### src/rtl/conv_ctrl_pkg.sv
// Shared types for the convolution tile controller:
// FSM state, latched job configuration and MAC stage-1 bundle.
package conv_ctrl_pkg;

  localparam int DW = 16;

  typedef enum logic [1:0] {
    IDLE,
    LOAD,
    MAC,
    DRAIN
  } state_t;

  typedef struct packed {
    logic [DW-1:0] w;
    logic [DW-1:0] h;
    logic [DW-1:0] cin;
    logic [DW-1:0] cout;
    logic [DW-1:0] k;
    logic [DW-1:0] tile_w;
  } cfg_t;

  typedef struct packed {
    logic          valid;
    logic          first_tap;
    logic          first_ch;
    logic          last_tap;
    logic          last_ch;
    logic [DW-1:0] x;
    logic [DW-1:0] y;
    logic [DW-1:0] ch_out;
  } stage_t;

  function automatic logic cfg_ok(
    input cfg_t          c,
    input logic [DW-1:0] max_k
  );
    return (c.w != '0) && (c.h != '0) &&
           (c.cin != '0) && (c.cout != '0) &&
           (c.k != '0) && (c.tile_w != '0) &&
           (c.k <= max_k);
  endfunction

endpackage

### src/rtl/loop_counter.sv
// One level of the loop nest: wraps to zero at limit,
// last flags the wrap point so levels can be chained.
module loop_counter #(
  parameter int WIDTH = 16
) (
  input  logic             clk,
  input  logic             arst_n_in,
  input  logic             en,
  input  logic             clr,
  input  logic [WIDTH-1:0] limit,
  output logic [WIDTH-1:0] count,
  output logic             last
);

  assign last = (count == limit);

  always_ff @(posedge clk or negedge arst_n_in) begin
    if (!arst_n_in) begin
      count <= '0;
    end else if (clr) begin
      count <= '0;
    end else if (en) begin
      count <= last ? '0 : count + 1'b1;
    end
  end

endmodule

### src/rtl/conv_tile_controller.sv
// Runtime-configured conv loop-nest controller with column
// tiling, operand stall handling and a 2-stage MAC control pipe.
import conv_ctrl_pkg::*;

module conv_tile_controller #(
  parameter int DIM_W  = DW,
  parameter int MAX_K  = 7,
  parameter int ADDR_W = 10
) (
  input  logic              clk,
  input  logic              arst_n_in,
  input  logic              start,
  input  logic [DIM_W-1:0]  cfg_w,
  input  logic [DIM_W-1:0]  cfg_h,
  input  logic [DIM_W-1:0]  cfg_cin,
  input  logic [DIM_W-1:0]  cfg_cout,
  input  logic [DIM_W-1:0]  cfg_k,
  input  logic [DIM_W-1:0]  cfg_tile_w,
  output logic              running,
  output logic              cfg_err,
  input  logic              data_ready,
  input  logic              a_valid,
  input  logic              b_valid,
  output logic              a_ready,
  output logic              b_ready,
  output logic              int_mem_re,
  output logic              overlap_cache_re,
  output logic              write_a,
  output logic              write_b,
  output logic [DIM_W-1:0]  kx_out,
  output logic [DIM_W-1:0]  ky_out,
  output logic [DIM_W-1:0]  inch_out,
  output logic [DIM_W-1:0]  outch_out,
  output logic [DIM_W-1:0]  x_out,
  output logic [DIM_W-1:0]  y_out,
  output logic              mac_valid,
  output logic              mac_accumulate_internal,
  output logic              mac_accumulate_with_0,
  output logic              mem_re,
  output logic              mem_we,
  output logic [ADDR_W-1:0] mem_read_addr,
  output logic [ADDR_W-1:0] mem_write_addr,
  output logic              output_valid,
  output logic [DIM_W-1:0]  output_x,
  output logic [DIM_W-1:0]  output_y,
  output logic [DIM_W-1:0]  output_ch,
  output logic              tile_done,
  output logic              fsm_done
);

  state_t             state;
  state_t             nxt;
  cfg_t               cfg;
  cfg_t               cfg_in;
  stage_t             s1;
  logic [DIM_W-1:0]   tile_base;
  logic               drain_cnt;
  logic               accept;
  logic               reject;
  logic               drain_end;
  logic               step;
  logic               tile_end;
  logic               last_tile;
  logic [DIM_W:0]     next_base;
  logic [DIM_W-1:0]   rem;
  logic [DIM_W-1:0]   x_span;
  logic [5:0]         en;
  logic [5:0]         last;
  logic [DIM_W-1:0]   cnt [6];
  logic [DIM_W-1:0]   lim [6];

  assign cfg_in = '{w: cfg_w, h: cfg_h, cin: cfg_cin,
                    cout: cfg_cout, k: cfg_k,
                    tile_w: cfg_tile_w};

  assign step     = (state == MAC) & a_valid & b_valid;
  assign tile_end = step & (&last);

  // x wraps early on the last, possibly partial, tile
  assign rem    = cfg.w - tile_base;
  assign x_span = (cfg.tile_w < rem) ? cfg.tile_w : rem;

  assign next_base = {1'b0, tile_base} + {1'b0, cfg.tile_w};
  assign last_tile = next_base >= {1'b0, cfg.w};

  // order: kx, ky, ch_out, ch_in, y, x
  assign lim[0] = cfg.k - 1'b1;
  assign lim[1] = cfg.k - 1'b1;
  assign lim[2] = cfg.cout - 1'b1;
  assign lim[3] = cfg.cin - 1'b1;
  assign lim[4] = cfg.h - 1'b1;
  assign lim[5] = x_span - 1'b1;

  assign en = {step & (&last[4:0]), step & (&last[3:0]),
               step & (&last[2:0]), step & (&last[1:0]),
               step & last[0], step};

  for (genvar i = 0; i < 6; i++) begin : g_cnt
    loop_counter #(.WIDTH(DIM_W)) u_cnt (
      .clk       (clk),
      .arst_n_in (arst_n_in),
      .en        (en[i]),
      .clr       (state == IDLE),
      .limit     (lim[i]),
      .count     (cnt[i]),
      .last      (last[i])
    );
  end

  always_comb begin
    nxt       = state;
    accept    = 1'b0;
    reject    = 1'b0;
    drain_end = 1'b0;
    unique case (state)
      IDLE: begin
        if (start) begin
          if (cfg_ok(cfg_in, DIM_W'(MAX_K))) begin
            accept = 1'b1;
            nxt    = LOAD;
          end else begin
            reject = 1'b1;
          end
        end
      end
      LOAD: if (data_ready) nxt = MAC;
      MAC:  if (tile_end) nxt = DRAIN;
      DRAIN: begin
        if (drain_cnt) begin
          drain_end = 1'b1;
          nxt       = last_tile ? IDLE : LOAD;
        end
      end
      default: nxt = IDLE;
    endcase
  end

  always_ff @(posedge clk or negedge arst_n_in) begin
    if (!arst_n_in) begin
      state <= IDLE;
    end else begin
      state <= nxt;
    end
  end

  always_ff @(posedge clk or negedge arst_n_in) begin
    if (!arst_n_in) begin
      cfg       <= '0;
      tile_base <= '0;
      drain_cnt <= 1'b0;
      cfg_err   <= 1'b0;
      tile_done <= 1'b0;
      fsm_done  <= 1'b0;
    end else begin
      cfg_err   <= reject;
      tile_done <= drain_end;
      fsm_done  <= drain_end & last_tile;
      drain_cnt <= (state == DRAIN) & ~drain_cnt;
      if (accept) begin
        cfg       <= cfg_in;
        tile_base <= '0;
      end else if (drain_end) begin
        tile_base <= next_base[DIM_W-1:0];
      end
    end
  end

  always_ff @(posedge clk or negedge arst_n_in) begin
    if (!arst_n_in) begin
      s1             <= '0;
      output_valid   <= 1'b0;
      mem_we         <= 1'b0;
      output_x       <= '0;
      output_y       <= '0;
      output_ch      <= '0;
      mem_write_addr <= '0;
    end else begin
      s1.valid <= step;
      if (step) begin
        s1.first_tap <= (cnt[0] == '0) && (cnt[1] == '0);
        s1.first_ch  <= (cnt[3] == '0);
        s1.last_tap  <= last[0] & last[1];
        s1.last_ch   <= last[3];
        s1.x         <= tile_base + cnt[5];
        s1.y         <= cnt[4];
        s1.ch_out    <= cnt[2];
      end
      output_valid <= s1.valid & s1.last_tap & s1.last_ch;
      mem_we       <= s1.valid & s1.last_tap & ~s1.last_ch;
      if (s1.valid & s1.last_tap & s1.last_ch) begin
        output_x  <= s1.x;
        output_y  <= s1.y;
        output_ch <= s1.ch_out;
      end
      if (s1.valid & s1.last_tap & ~s1.last_ch) begin
        mem_write_addr <= s1.ch_out[ADDR_W-1:0];
      end
    end
  end

  assign running          = (state != IDLE);
  assign a_ready          = (state == MAC);
  assign b_ready          = (state == MAC);
  assign int_mem_re       = step;
  assign overlap_cache_re = step;
  assign write_a          = step;
  assign write_b          = step;

  assign kx_out    = cnt[0];
  assign ky_out    = cnt[1];
  assign outch_out = cnt[2];
  assign inch_out  = cnt[3];
  assign y_out     = cnt[4];
  assign x_out     = tile_base + cnt[5];

  // partial sum fetch is issued with the first tap of ch_in > 0
  assign mem_re = step & (cnt[0] == '0) & (cnt[1] == '0) &
                  (cnt[3] != '0);
  assign mem_read_addr = cnt[2][ADDR_W-1:0];

  assign mac_valid               = s1.valid;
  assign mac_accumulate_internal = s1.valid & ~s1.first_tap;
  assign mac_accumulate_with_0   = s1.valid & s1.first_tap &
                                   s1.first_ch;

endmodule

### config.mk
export PLATFORM = sky130hd
export DESIGN_NAME = conv_tile_controller
export DESIGN_NICKNAME = d
export VERILOG_FILES = /design/src/rtl/conv_ctrl_pkg.sv /design/src/rtl/loop_counter.sv /design/src/rtl/conv_tile_controller.sv
export SDC_FILE = /design/constraint.sdc
export NUM_CORES = 1
export LEC_CHECK = 0
export ABC_CLOCK_PERIOD_IN_PS = 9200
export CAP_MARGIN = 20
export CORE_MARGIN = 2
export CORE_UTILIZATION = 50
export CTS_CLUSTER_SIZE = 20
export DETAILED_ROUTE_END_ITERATION = 8
export HOLD_SLACK_MARGIN = 0.02
export PLACE_DENSITY = 0.74
export RECOVER_POWER = 50
export SYNTH_ARGS = -nofsm -noshare
export SYNTH_HDL_FRONTEND = slang
export SYNTH_SLANG_ARGS = --single-unit
### constraint.sdc
create_clock -name clk -period 9.2 [get_ports clk]
set_input_delay 0.92 -clock clk [delete_from_list [all_inputs] [get_ports clk]]
set_output_delay 0.92 -clock clk [all_outputs]
set_load 0.01 [all_outputs]
==> key figures <==
Floorplanning
  – Initial core utilization: 0.507
  – Placeable core region: about 0.042 sq mm
  – Core Rows: 75
  – Vertical die dimension: approximately 210 um
  – Die X: around 210 um
  – Number of placed I/O pins: roughly 280
  – Total Die Area: around 0.044 sq mm

Placement
  – Cell Count Post-Placement: between 2k and 3k
  – Cell area reported after detailed placement: 0.0239 sq mm
  – HPWL Detailed: around 45,000 um
  – Final weighted congestion of routability-driven global placement: ~0.95
  – Worst setup slack after placement: 1.85 ns
  – Buffers added on ports: between 200 and 300

Finish
  – Fill cell total of the finished layout: between 3k and 4k
  – Non-filler instance count after layout: about 3.1k
  – Total non-filler cell area in the finished layout: ~0.025 sq mm
  – Area delta synth->final: 17.6%
  – Layout cells sized above 1: 0.0884
  – Number of nets in the layout: between 2k and 3k
  – Layout Utilization: 0.597
  – # diodes: 0

Yosys
  – Sequential area share after synthesis: 0.384
  – EDFF count, synth: 0
  – Total of flip-flops plus latches after synthesis: ~330
  – Asr flop ratio synth: 1.00
  – Cell taking the most area after synthesis: dfrtp_1
  – Primary flip-flop cell chosen by synthesis mapping: dfrtp_1
  – Gate count after technology mapping: 2,328
  – Yosys cell types: between 90 and 100
  – Average cell area after synthesis: around 9.1 sq um
  – Synth warn: 0
  – Cells taking the most area after synthesis: dfrtp_1 38%, nand2_1 5.7%, mux2_2 5.6%
  – Area fraction of the dominant cell type after synthesis: 0.384
  – Syn Nets: ~2.5k
  – Most numerous cell in the Yosys netlist: dfrtp_1
  – Syn Std Cell Area: between 0.02 and 0.025 sq mm
  – Ranking of synthesized cells by instance count: 327 x dfrtp_1, 326 x nand2_1, 153 x o21ai_0

Global routing
  – Maximum number of pins on one net before global-route repair: between 100 and 150
  – GR met2 Demand/Resource: 0.439
  – GRT Overall Usage: 0.274
  – Via count of the first global-routing pass: 17.3k
  – Top Usage Layer GRT: met2
  – First-pass GRT wire length: 96,500 um
  – Global routing usage on met3: 0.0448
  – Overflow left after global routing: 0
  – Number of antenna violations at the first check in global routing: 0
  – Global-route met1 utilization: 0.387

Critical path
  – Data arrival time of the critical path: between 7 and 8 ns
  – R2R setup slack: approximately 1.7 ns
  – Largest stage delay on the critical path: ~0.67 ns
  – Maximum fanout along the worst path: 21
  – Most common cell on crit path: a21oi_1
  – Nature of the critical path endpoint: flip-flop
  – Cell with the biggest individual delay on the critical path: nor4_1
  – Sort of element at the start of the critical path: flip-flop
  – Worst path required time: roughly 9.6 ns
  – Type of the setup path with the least slack: flip-flop to flip-flop

Worst hold path
  – Worst hold path type: flip-flop to flip-flop

STA
  – Fraction of the cycle the final worst path needs: 0.813
  – Worst Hold Slack: ~0.47 ns
  – Final Max Slew Viols: about 290
  – Worst Clk Skew: approximately 0.017 ns
  – Setup repair after global routing missed its margin: false
  – Sum of negative setup slack: 0 ns
  – Final Worst Setup Slack: roughly 1.7 ns
  – Number of endpoints with negative hold slack in the final report: 0
  – Final number of setup-violating endpoints: 0
  – Post-route minimum period: approximately 7.5 ns
  – Maximum clock frequency: ~130 MHz
  – Measured slew at the worst slew-check pin: 6.21 ns
  – Remaining max-slew budget at the tightest pin: -3.14

Power and ir drop
  – Switching power as a share of total power: 0.368
  – Leakage component of the power: about 12 nW
  – Switch Pwr: around 1.8 mW
  – Internal power contribution: 3.07 mW
  – Clock power frac: 0.297
  – Total Power: 4.85 mW
  – IR Drop Worst-Case VDD: 0.115 mV
  – Logic pwr share: 0.366
  – Part of the power in registers: 0.337
  – Power per standard cell area: 194 mW/mm^2

Status
  – Violated checks: max-capacitance violations, max-slew violations
  – Run status: complete, but fails checks

Route
  – Detail Route Antenna Nets: 0
  – Initial DRC count: ~1.3k
  – DRC viols: 0
  – Average via count per standard cell: 5.86
  – Via count of the routed design: 17.9k
  – Number of iterations in the first detailed-routing pass: 5
  – Final wirelength: between 60,000 and 70,000 um
  – Routed WL per cell: ~20 um

Clock network
  – Skew-Pair Late Insertion Delay: ~0.56 ns
  – # resized after CTS: 0
  – Clock sink total: ~330
  – Number of buffers added by the clock tree synthesis step: 37
  – Buffers inserted during post-CTS setup optimization: 0
  – CTS tree: done
  – CTS clk-pin slew, worst paths: approximately 0.06 ns
  – Maximum buffer depth of the clock tree: 3
  – Master cell of the clock root buffer: clkbuf_16
  – Count of hold-fix buffers inserted at cts: 0
  – Number of levels the H-tree was split into: 2

Run
  – Maxcap violations: 6
final cells by class:
type / instances / area, sq um / area share
multi-input cells: 1712 / 11600 / 0.465
flip-flops and latches: 327 / 8180 / 0.327
repair buffers: 299 / 2950 / 0.118
clock buffers: 51 / 1070 / 0.0427
well taps: 539 / 674 / 0.0269
inverters: 114 / 428 / 0.0171
clock inverters: 9 / 81.3 / 0.00325
critical path: cells and delay by family, from the launching register on:
family	cells	cell delay, ns
AOI/OAI and AO/OA	10	2.41
xor gates and xnor gates	1	0.17
adders and majority gates	3	0.79
buffers and inverters	5	0.88
DFF	1	0.43
muxes	2	0.53
and+or+nand+nor	8	2.14
sequential cells by signal, summed over array words and instances, names as in the netlist:
name,count
mem_write_addr,10
tile_base,16
output_y,16
mac_valid,1
drain_cnt,1
mem_we,1
tile_done,1
output_valid,1
s1,52
output_ch,16
cfg,96
output_x,16
state,2
g_cnt.u_cnt.count,96
fsm_done,1
cfg_err,1
routing by layer:
| layer | vias up | part of all wire |
|---|---|---|
| li1 | 8435 | - |
| met1 | 8763 | 0.45 |
| met2 | 597 | 0.47 |
| met3 | 93 | 0.065 |
| met4 | 0 | 0.024 |
| met5 | - | 0 |
kinds of logic after synthesis:
kind of cell / after synthesis / synth area share
AO/OA/AOI/OAI: 416 / 0.126
AND/OR/NAND/NOR: 887 / 0.210
flip-flops: 327 / 0.384
XOR/XNOR: 186 / 0.0869
adder cells (fa/ha/maj): 98 / 0.0587
buffers and inverters: 289 / 0.0691
multiplexers: 125 / 0.0652
worst paths after layout:
path | endpoint | depth (start not counted) | start
min in group asynchronous | cfg[28]$_DFFE_PN0P_ | 1 | arst_n_in
setup / recovery | g_cnt[5].u_cnt.count[0]$_DFFE_PN0P_ | 29 | tile_base[1]$_DFFE_PN0P_
max in group asynchronous | mem_write_addr[5]$_DFFE_PN0P_ | 2 | arst_n_in
hold reg to reg | s1[17]$_DFFE_PN0P_ | 2 | s1[17]$_DFFE_PN0P_
setup reg to reg | g_cnt[5].u_cnt.count[0]$_DFFE_PN0P_ | 29 | tile_base[1]$_DFFE_PN0P_
hold / removal | s1[17]$_DFFE_PN0P_ | 2 | s1[17]$_DFFE_PN0P_
power groups by stage:
stage                     registers [mW]  clock network, mW  logic [mW]
after floorplan                     1.62                  0        1.21
after global placement              1.65                  0        1.71
after detailed placement            1.66                  0        1.74
after CTS                           1.63               1.46        1.75
after global routing                1.65               1.53        1.95
final                               1.64               1.44        1.78
placed cells by master (no fill, tap or decap), types with 22 or more instances in the layout:
cell             Yosys  routed
dlygate4sd3_1        0      24
nor2b_1             32      32
o31ai_1             22      22
o21ai_0            153     153
nand3_1             57      56
inv_1              114     113
and3_1              53      53
mux2_2             106     105
ha_1                95      95
clkdlybuf4s50_1      0     256
a21oi_1             76      76
nor3_1              46      45
dfrtp_1            327     327
nand2_1            326     326
nand4_1             44      44
xor2_1              62      62
nor4_1              45      45
clkbuf_16            0      38
xnor2_1            108     108
a21o_1              30      30
nor2_1             141     140
nand2b_1            35      35
Note: power is estimated with default switching activity, not from simulation.
